[src/rtl/pipe_stage_hs.sv]
// Chained valid/ready pipeline register with per-stage skid buffer, flush, and zeroed ctrl on bubbles.
// Optional cycle counter of output back-pressure enabled by defining PIPE_STALL_CNT_EN.
module pipe_stage_hs #(
   parameter int DATA_W     = 96,
   parameter int CTRL_W     = 16,
   parameter int NUM_STAGES = 1
) (
   input  logic              clk,
   input  logic              rst,
   input  logic              flush,
   input  logic              in_valid,
   output logic              in_ready,
   input  logic [DATA_W-1:0] in_data,
   input  logic [CTRL_W-1:0] in_ctrl,
   output logic              out_valid,
   input  logic              out_ready,
   output logic [DATA_W-1:0] out_data,
   output logic [CTRL_W-1:0] out_ctrl
`ifdef PIPE_STALL_CNT_EN
   ,
   output logic [31:0]       stall_cnt
`endif
);

   // state | meaning
   // EMPTY | main invalid, skid invalid
   // ONE   | main valid, skid invalid
   // FULL  | main and skid valid, stage not ready
   typedef enum logic [1:0] {EMPTY, ONE, FULL} state_t;

   logic [NUM_STAGES-1:0] stg_v;
   logic [NUM_STAGES-1:0] stg_rdy;
   logic [DATA_W-1:0]     stg_d [NUM_STAGES];
   logic [CTRL_W-1:0]     stg_c [NUM_STAGES];

   for (genvar s = 0; s < NUM_STAGES; s++) begin : g_stage
      state_t            state_q, state_nx;
      logic              rdy_q;
      logic [DATA_W-1:0] main_d, skid_d, up_d;
      logic [CTRL_W-1:0] main_c, skid_c, up_c;
      logic              up_v, dn_rdy, accept, take;
      logic              ld_main_up, ld_main_skid, ld_skid, clr_main, clr_skid;

      if (s == 0) begin : g_head
         assign up_v = in_valid;
         assign up_d = in_data;
         assign up_c = in_ctrl;
      end else begin : g_link
         assign up_v = stg_v[s-1];
         assign up_d = stg_d[s-1];
         assign up_c = stg_c[s-1];
      end

      if (s == NUM_STAGES-1) begin : g_tail
         assign dn_rdy = out_ready;
      end else begin : g_mid
         assign dn_rdy = stg_rdy[s+1];
      end

      assign accept = up_v && rdy_q;
      assign take   = (state_q != EMPTY) && dn_rdy;

      always_ff @(posedge clk) begin
         if (rst) begin
            state_q <= EMPTY;
            rdy_q   <= 1'b1;
            main_d  <= '0;
            main_c  <= '0;
            skid_d  <= '0;
            skid_c  <= '0;
         end else if (flush) begin
            // data is deliberately kept; only validity and ctrl are killed
            state_q <= EMPTY;
            rdy_q   <= 1'b1;
            main_c  <= '0;
            skid_c  <= '0;
         end else begin
            state_q <= state_nx;
            rdy_q   <= (state_nx != FULL);
            if (ld_main_up) begin
               main_d <= up_d;
               main_c <= up_c;
            end else if (ld_main_skid) begin
               main_d <= skid_d;
               main_c <= skid_c;
            end else if (clr_main) begin
               main_c <= '0;
            end
            if (ld_skid) begin
               skid_d <= up_d;
               skid_c <= up_c;
            end else if (clr_skid) begin
               skid_c <= '0;
            end
         end
      end

      always_comb begin
         state_nx = state_q;
         case (state_q)
            EMPTY:   if (accept) state_nx = ONE;
            ONE: begin
               if (accept && !take)      state_nx = FULL;
               else if (!accept && take) state_nx = EMPTY;
            end
            FULL:    if (take) state_nx = ONE;
            default: state_nx = EMPTY;
         endcase
      end

      always_comb begin
         ld_main_up   = 1'b0;
         ld_main_skid = 1'b0;
         ld_skid      = 1'b0;
         clr_main     = 1'b0;
         clr_skid     = 1'b0;
         case (state_q)
            EMPTY: ld_main_up = accept;
            ONE: begin
               if (accept && take) ld_main_up = 1'b1;
               else if (accept)    ld_skid    = 1'b1;
               else if (take)      clr_main   = 1'b1;
            end
            FULL: begin
               ld_main_skid = take;
               clr_skid     = take;
            end
            default: ;
         endcase
      end

      assign stg_v[s]   = (state_q != EMPTY);
      assign stg_rdy[s] = rdy_q;
      assign stg_d[s]   = main_d;
      assign stg_c[s]   = main_c;
   end

   assign in_ready  = stg_rdy[0];
   assign out_valid = stg_v[NUM_STAGES-1];
   assign out_data  = stg_d[NUM_STAGES-1];
   assign out_ctrl  = stg_c[NUM_STAGES-1];

`ifdef PIPE_STALL_CNT_EN
   always_ff @(posedge clk) begin
      if (rst)
         stall_cnt <= '0;
      else if (out_valid && !out_ready && (stall_cnt != 32'hFFFF_FFFF))
         stall_cnt <= stall_cnt + 32'd1;
   end
`endif

endmodule
[config.mk]
export PLATFORM = sky130hd
export DESIGN_NAME = pipe_stage_hs
export DESIGN_NICKNAME = d
export VERILOG_FILES = /design/src/rtl/pipe_stage_hs.sv
export SDC_FILE = /design/constraint.sdc
export NUM_CORES = 1
export LEC_CHECK = 0
export CORE_MARGIN = 3
export CORE_UTILIZATION = 52
export DETAILED_ROUTE_END_ITERATION = 7
export GPL_TIMING_DRIVEN = 0
export PLACE_DENSITY_LB_ADDON = 0.08
export SYNTH_ARGS = -nofsm -noshare
export SYNTH_HDL_FRONTEND = slang
export SYNTH_SLANG_ARGS = --single-unit
[constraint.sdc]
create_clock -name clk -period 3.55 [get_ports clk]
set_input_delay 0.8875 -clock clk [delete_from_list [all_inputs] [get_ports clk]]
set_output_delay 0.8875 -clock clk [all_outputs]
set_load 0.02 [all_outputs]
==> results.yml, run 1 <==
status:
  status: "complete, no violations"
worst_hold_path:
  hold_class: "register to register"
  worst_hold_startpoint: "g_stage[0].skid_d[9]"
floorplan:
  floorplan.die.width_microns: 134.4
  top_level_ports: 231
  floorplan.initialDensity_pct: 53.55
  die_height_microns: 134.4
  floorplan.core_area_sq_um: 16000
  num_rows: 46
  die_area_sq_um: 18050
clock_network:
  number_of_clock_sinks: 227
  postCtsSetupBuffers: 0
  cts.htree.levels: 1
  cts_inserted_buffers: 24
  cts_hold_buf: 0
  cts-resized-gates: 0
  root_buffer: "sky130_fd_sc_hd__clkbuf_16"
  tritoncts: "done"
  clockBufferDepth: 3
  clk_pin_slew_ns: 0.06
  insertion_delay_ns: 0.50
yosys:
  synthMostInstantiatedCell: "sky130_fd_sc_hd__dfxtp_1"
  synth_fp_nets: 1111
  synth_top_flop_cell: "sky130_fd_sc_hd__dfxtp_1"
  yosys.cell_types.count: 28
  most_frequent_cells_after_synthesis: "sky130_fd_sc_hd__dfxtp_1, sky130_fd_sc_hd__nor2_1, sky130_fd_sc_hd__nand2_1"
  synth_largest_type_area_fraction_pct: 53.04
  syn-mean-instance-area_sq_um: 8.620
  postSynthRegisterBits: 227
  async_reset_ff_share_pct: 0
  netlist_instances: 994
  yosysTopAreaCell: "sky130_fd_sc_hd__dfxtp_1"
  post_synth_instance_area_sq_um: 8568
  ys.warnings.count: 0
  synth-edff-count: 0
  yosysSeqAreaShare_pct: 53.04
  post_synth_main_area_contributors: "sky130_fd_sc_hd__dfxtp_1, sky130_fd_sc_hd__nor2_1, sky130_fd_sc_hd__nand2_1, sky130_fd_sc_hd__a21oi_1, sky130_fd_sc_hd__o221a_2"
placed_design:
  hpwl_mm: 16.53
  dpl.cell_count: 1439
  port_buffer_count: 229
  gpl.final_weighted_congestion: 0.8170
routing:
  drt_iter0_drcs: 501
  drt-total-wl_mm: 24.02
  drt.antenna.violating_nets: 0
  routed_via_density: 5.451
  detailed_route_wire_length_per_cell_microns: 16.22
  firstDrtPassIters: 5
  drcViolationCount: 0
  vias: 8073
critical_path:
  critPathMaxFanout: 8
  crit_chain: "or2_2 -> clkdlybuf4s50_1"
  path_class: "register to primary output"
  worst_ep_arrival_time_ns: 1.77
  crit_path_end_kind: "primary output"
  cp.required_ns: 2.66
  start_kind: "register"
  crit_path_top_delay_cell: "sky130_fd_sc_hd__clkdlybuf4s50_1"
  critPathMaxStageDelay_ns: 0.54
  r2r-start: "g_stage[0].state_q[1]"
  category_of_cells_accounting_for_the_largest_share_of_critical_path_delay: "buffers and inverters"
  crit_path_start: "g_stage[0].state_q[1]"
  buffers_plus_inverters_on_the_worst_setup_path: 1
timing:
  setup-violations-final: 0
  timing.final.crit_share_pct: 74.79
  timing.final.crit_period_ns: 2.655
  rsz0062_at_grt: "no"
  maxSlewHeadroom_pct: 46.85
  achievable-frequency_mhz: 376.7
  finalHoldViolCount: 0
  finClkSkew_ns: 0.005642
  fin_setup_tns_ns: 0
  finalMaxSlewViolations: 0
  timing_worst_slew_pin_value_ns: 0.7911
pwr:
  ir_drop_v: 0.0003728
  report.power.total_mw: 5.807
  p_per_area_nw_per_um2: 488.4
  leakage_component_of_the_power_nw: 4.512
global_routing:
  initial_antenna_violation_count: 1
  globalRouteTotalUtil_pct: 25.61
  vias_in_the_first_global_route: 7738
  pin_count_of_the_biggest_net_entering_global_routing: 13
  overflow: 0
  wire_length_of_the_first_global_routing_pass_mm: 38.64
flow_run:
  max_cap_check_violation_count: 0
layout:
  synth_to_layout_area_growth_pct: 38.77
  nNetsFinal: 1366
  finish.cell_count_without_fillers: 1481
  layout.filler_cells: 1245
  layout-drive-gt1-share_pct: 9.335
-- final timing paths --
path / slack, ns / depth (start not counted) / end
setup / recovery: 0.90 / 2 / out_valid
hold / removal: 0.45 / 2 / g_stage[0].skid_d[9]
setup reg to reg: 1.37 / 6 / g_stage[0].skid_d[68]
hold reg to reg: 0.45 / 2 / g_stage[0].skid_d[9]
-- report_power, final --
part           leakage (nW)  switching, mW  total (mW)  internal, mW
logic                  2.29          0.350       0.724         0.374
registers              1.85         0.0538        2.70          2.64
clock network         0.372          0.957        2.39          1.43
-- logic make-up (layout without fill, tap and decap cells) --
kind of cell / after synthesis / count (layout) / synth area share (%)
AO/OA/AOI/OAI: 227 / 227 / 21.29
XOR/XNOR: 2 / 2 / 0.2045
buffers and inverters: 89 / 359 / 5.024
flip-flops: 227 / 227 / 53.04
other: 0 / 1 / 0
AND/OR/NAND/NOR: 449 / 449 / 20.44
-- worst register-to-register path: cells and delay by family, from the launching register on --
kind | cells | cell delay (ns)
buffers and inverters | 2 | 0.62
and+or+nand+nor | 3 | 0.96
AOI/OAI and AO/OA | 1 | 0.15
DFF | 1 | 0.38
-- sequential cells by signal, indices dropped and copies added, names as in the netlist --
name	count
g_stage.skid_c	16
g_stage.skid_d	96
g_stage.state_q	2
in_ready	1
out_ctrl	16
out_data	96
-- cells in the final DEF, fill, tap and decap left out, types with 2 or more instances in the layout --
| master | netlist | routed |
|---|---|---|
| sky130_fd_sc_hd__o221a_1 | 46 | 46 |
| sky130_fd_sc_hd__clkbuf_8 | 0 | 7 |
| sky130_fd_sc_hd__buf_6 | 9 | 9 |
| sky130_fd_sc_hd__a21oi_1 | 113 | 113 |
| sky130_fd_sc_hd__o221a_2 | 50 | 50 |
| sky130_fd_sc_hd__nand2_1 | 209 | 209 |
| sky130_fd_sc_hd__a222oi_1 | 16 | 16 |
| sky130_fd_sc_hd__nand3_1 | 16 | 16 |
| sky130_fd_sc_hd__dfxtp_1 | 227 | 227 |
| sky130_fd_sc_hd__nand2b_1 | 3 | 3 |
| sky130_fd_sc_hd__buf_2 | 20 | 20 |
| sky130_fd_sc_hd__or2_2 | 3 | 3 |
| sky130_fd_sc_hd__nor2_1 | 210 | 210 |
| sky130_fd_sc_hd__clkdlybuf4s50_1 | 0 | 229 |
| sky130_fd_sc_hd__clkbuf_16 | 0 | 25 |
| sky130_fd_sc_hd__inv_1 | 2 | 2 |
| sky130_fd_sc_hd__clkbuf_1 | 55 | 63 |
| sky130_fd_sc_hd__buf_1 | 2 | 2 |
-- per-layer routing --
metal  vias up  track usage [%]  wire length (microns)
met5         -                0                      0
met4         0            8.314                    683
met3        54            6.002                   1756
met2       274            41.84                  11110
met1      3801            33.72                  10470
li1       3944                -                      -
-- metrics by stage --
stage	setup slack [ns]	hold WS, ns	instance area, sq um	util (%)
6_report	0.8951	0.4537	11890	74.31
5_1_grt	0.8166	0.4690	11890	74.31
4_1_cts	0.8862	0.4545	11890	74.30
3_5_place_dp	0.4914	0.4467	11130	69.57
3_3_place_gp	0.5162	0.4417	11130	69.57
2_1_floorplan	1.281	0.4367	8568	-
-- layout make-up --
type / count / area (sq um) / share of cell area [%]
multi-input combinational: 678 / 3593 / 30.22
clock buffer: 40 / 752.0 / 6.324
timing repair buffer: 229 / 2292 / 19.28
sequential: 227 / 4544 / 38.22
tap: 216 / 270.3 / 2.273
buffer: 87 / 422.9 / 3.557
inverter: 2 / 7.507 / 0.06314
antenna: 1 / 2.502 / 0.02105
clock inverter: 1 / 5.005 / 0.04209
Note: power is estimated with default switching activity, not from simulation.
==> run 2: changes to the inputs <==
--- a/config.mk
+++ b/config.mk
@@ -6,7 +6,7 @@
 export NUM_CORES = 1
 export LEC_CHECK = 0
 export CORE_MARGIN = 3
-export CORE_UTILIZATION = 52
+export CORE_UTILIZATION = 44
 export DETAILED_ROUTE_END_ITERATION = 7
 export GPL_TIMING_DRIVEN = 0
 export PLACE_DENSITY_LB_ADDON = 0.08
==> constraint.sdc (replaced) <==
create_clock -name clk -period 2.2 [get_ports clk]
set_input_delay 0.55 -clock clk [delete_from_list [all_inputs] [get_ports clk]]
set_output_delay 0.55 -clock clk [all_outputs]
set_load 0.02 [all_outputs]
==> results.yml, run 2 (synthesis gave the netlist of run 1 again) <==
layout:
  num_antenna_cells: 0
  top_library_cells_by_usage_in_the_layout_fill_and_taps_aside: "sky130_fd_sc_hd__clkdlybuf4s50_1, sky130_fd_sc_hd__dfxtp_1, sky130_fd_sc_hd__nor2_1"
  layout-drive-gt1-share_pct: 10.34
  layout.filler_cells: 1650
  nNetsFinal: 1368
  layout.cells.most_common: "sky130_fd_sc_hd__clkdlybuf4s50_1"
  utilization_pct: 63.91
  synth_to_layout_area_growth_pct: 40.93
critical_path:
  cp.required_ns: 2.59
  path_class: "primary input to register"
  critPathMaxFanout: 10
  worst_ep_arrival_time_ns: 2.56
  r2r-start: "g_stage[0].state_q[1]"
  start_kind: "primary input"
  crit_path_start: "in_valid"
  crit_path_end_kind: "register"
timing:
  rsz0062_at_grt: "no"
  timing.final.crit_period_ns: 2.161
  fin_setup_tns_ns: 0
  finalHoldViolCount: 0
  timing_worst_slew_pin_value_ns: 0.7273
  setup-violations-final: 0
  finalMaxSlewViolations: 0
  fin_hold_ws_ns: 0.3374
  maxSlewHeadroom_pct: 51.52
  layout_setup_ws_ns: 0.03881
  finClkSkew_ns: 0.01220
  timing.final.crit_share_pct: 98.24
  achievable-frequency_mhz: 462.7
global_routing:
  vias_in_the_first_global_route: 7448
  wire_length_of_the_first_global_routing_pass_mm: 38.89
  pin_count_of_the_biggest_net_entering_global_routing: 15
  globalRouteTotalUtil_pct: 21.67
  initial_antenna_violation_count: 0
  overflow: 0
routing:
  detailed_route_wire_length_per_cell_microns: 15.85
  drt_iter0_drcs: 356
  drt.antenna.violating_nets: 0
  drt-total-wl_mm: 24.20
  drcViolationCount: 0
  vias: 7895
  firstDrtPassIters: 6
  routed_via_density: 5.170
clock_network:
  cts.htree.levels: 1
  number_of_clock_sinks: 227
  tritoncts: "done"
  cts_hold_buf: 0
  insertion_delay_ns: 0.51
  clockBufferDepth: 3
  root_buffer: "sky130_fd_sc_hd__clkbuf_16"
  clk_pin_slew_ns: 0.06
  cts_inserted_buffers: 24
flow_run:
  max_cap_check_violation_count: 0
pwr:
  ir_drop_v: 0.0005550
  report.power.total_mw: 9.842
  p_per_area_nw_per_um2: 815.0
  leakage_component_of_the_power_nw: 4.580
worst_hold_path:
  hold_class: "primary input to register"
  worst_hold_startpoint: "out_ready"
floorplan:
  floorplan.initialDensity_pct: 45.35
  die_height_microns: 145.5
  die_area_sq_um: 21180
  num_rows: 50
  top_level_ports: 231
  floorplan.die.width_microns: 145.5
  floorplan.core_area_sq_um: 18890
placed_design:
  hpwl_mm: 16.52
  gpl.final_weighted_congestion: 0.7881
  place_worst_setup_slack_ns: -0.5607
  port_buffer_count: 229
status:
  status: "complete, no violations"
-- run 2: cell types whose count changed in the layout (fill, tap and decap cells not counted), sizes merged --
cell	before	now
buf	32	34
clkdlybuf4s50	229	228
clkbuf	95	89
clkinvlp	0	3
dlygate4sd2	0	1
bufinv	0	4
diode	1	0
-- run 2: critical path, cell delays in order --
cell and delay [ns]:
sky130_fd_sc_hd__clkdlybuf4s50_1 0.50, sky130_fd_sc_hd__nand2_1 0.13, sky130_fd_sc_hd__or4_1 0.50, sky130_fd_sc_hd__buf_2 0.22
sky130_fd_sc_hd__clkbuf_4 0.24, sky130_fd_sc_hd__buf_6 0.17, sky130_fd_sc_hd__o221a_1 0.24
-- run 2: layer usage --
layer | track usage, % | wire length [microns]
met1 | 30.11 | 11110
met2 | 34.31 | 11040
met3 | 5.263 | 1543
met4 | 5.128 | 506
met5 | 0 | 0
-- run 2: where the power goes --
group / internal (mW) / leakage (nW) / switching, mW
clock: 2.68 / 0.404 / 1.65
combinational: 0.604 / 2.33 / 0.565
sequential: 4.26 / 1.85 / 0.0852
total: 7.55 / 4.58 / 2.30
-- run 2: final cells by class --
class / instances / area, sq um / share of cell area (%)
Tap cell: 260 / 325.3 / 2.694
Sequential cell: 227 / 4544 / 37.63
Buffer: 86 / 427.9 / 3.544
Timing Repair Buffer: 232 / 2313 / 19.16
Multi-Input combinational cell: 678 / 3610 / 29.89
Clock buffer: 34 / 699.4 / 5.792
Inverter: 2 / 7.507 / 0.06217
Clock inverter: 8 / 147.6 / 1.223
-- run 2: per-stage QoR --
step | instance area, sq um | cells
CTS | 12050 | 1526
finish | 12080 | 1527
global route | 12080 | 1527
global placement | 11190 | 1483
floorplan | 8568 | 994
detailed placement | 11190 | 1483
-- run 2: worst paths after layout --
path	end	slack (ns)	cells after the start
worst max-delay path	out_data[49]	0.04	7
worst min-delay path	in_ready	0.34	2
worst max register to register	g_stage[0].skid_d[74]	0.17	6
worst min register to register	g_stage[0].skid_d[60]	0.45	2
-- run 2: repair_timing --
| item | 4_1_cts | 5_1_grt |
|---|---|---|
| setup endpoints to repair | 38 | 93 |
| setup buffers | 1 | 2 |
| pin swaps | 1 | 1 |
| resized for setup | 3 | 11 |
==> run 3: changes to the inputs <==
--- a/config.mk
+++ b/config.mk
@@ -10,6 +10,7 @@
 export DETAILED_ROUTE_END_ITERATION = 7
 export GPL_TIMING_DRIVEN = 0
 export PLACE_DENSITY_LB_ADDON = 0.08
+export SLEW_MARGIN = 20
 export SYNTH_ARGS = -nofsm -noshare
 export SYNTH_HDL_FRONTEND = slang
 export SYNTH_SLANG_ARGS = --single-unit
==> results of run 3 <==
Same layout as run 2: the final DEF is identical, and so are final timing and power.
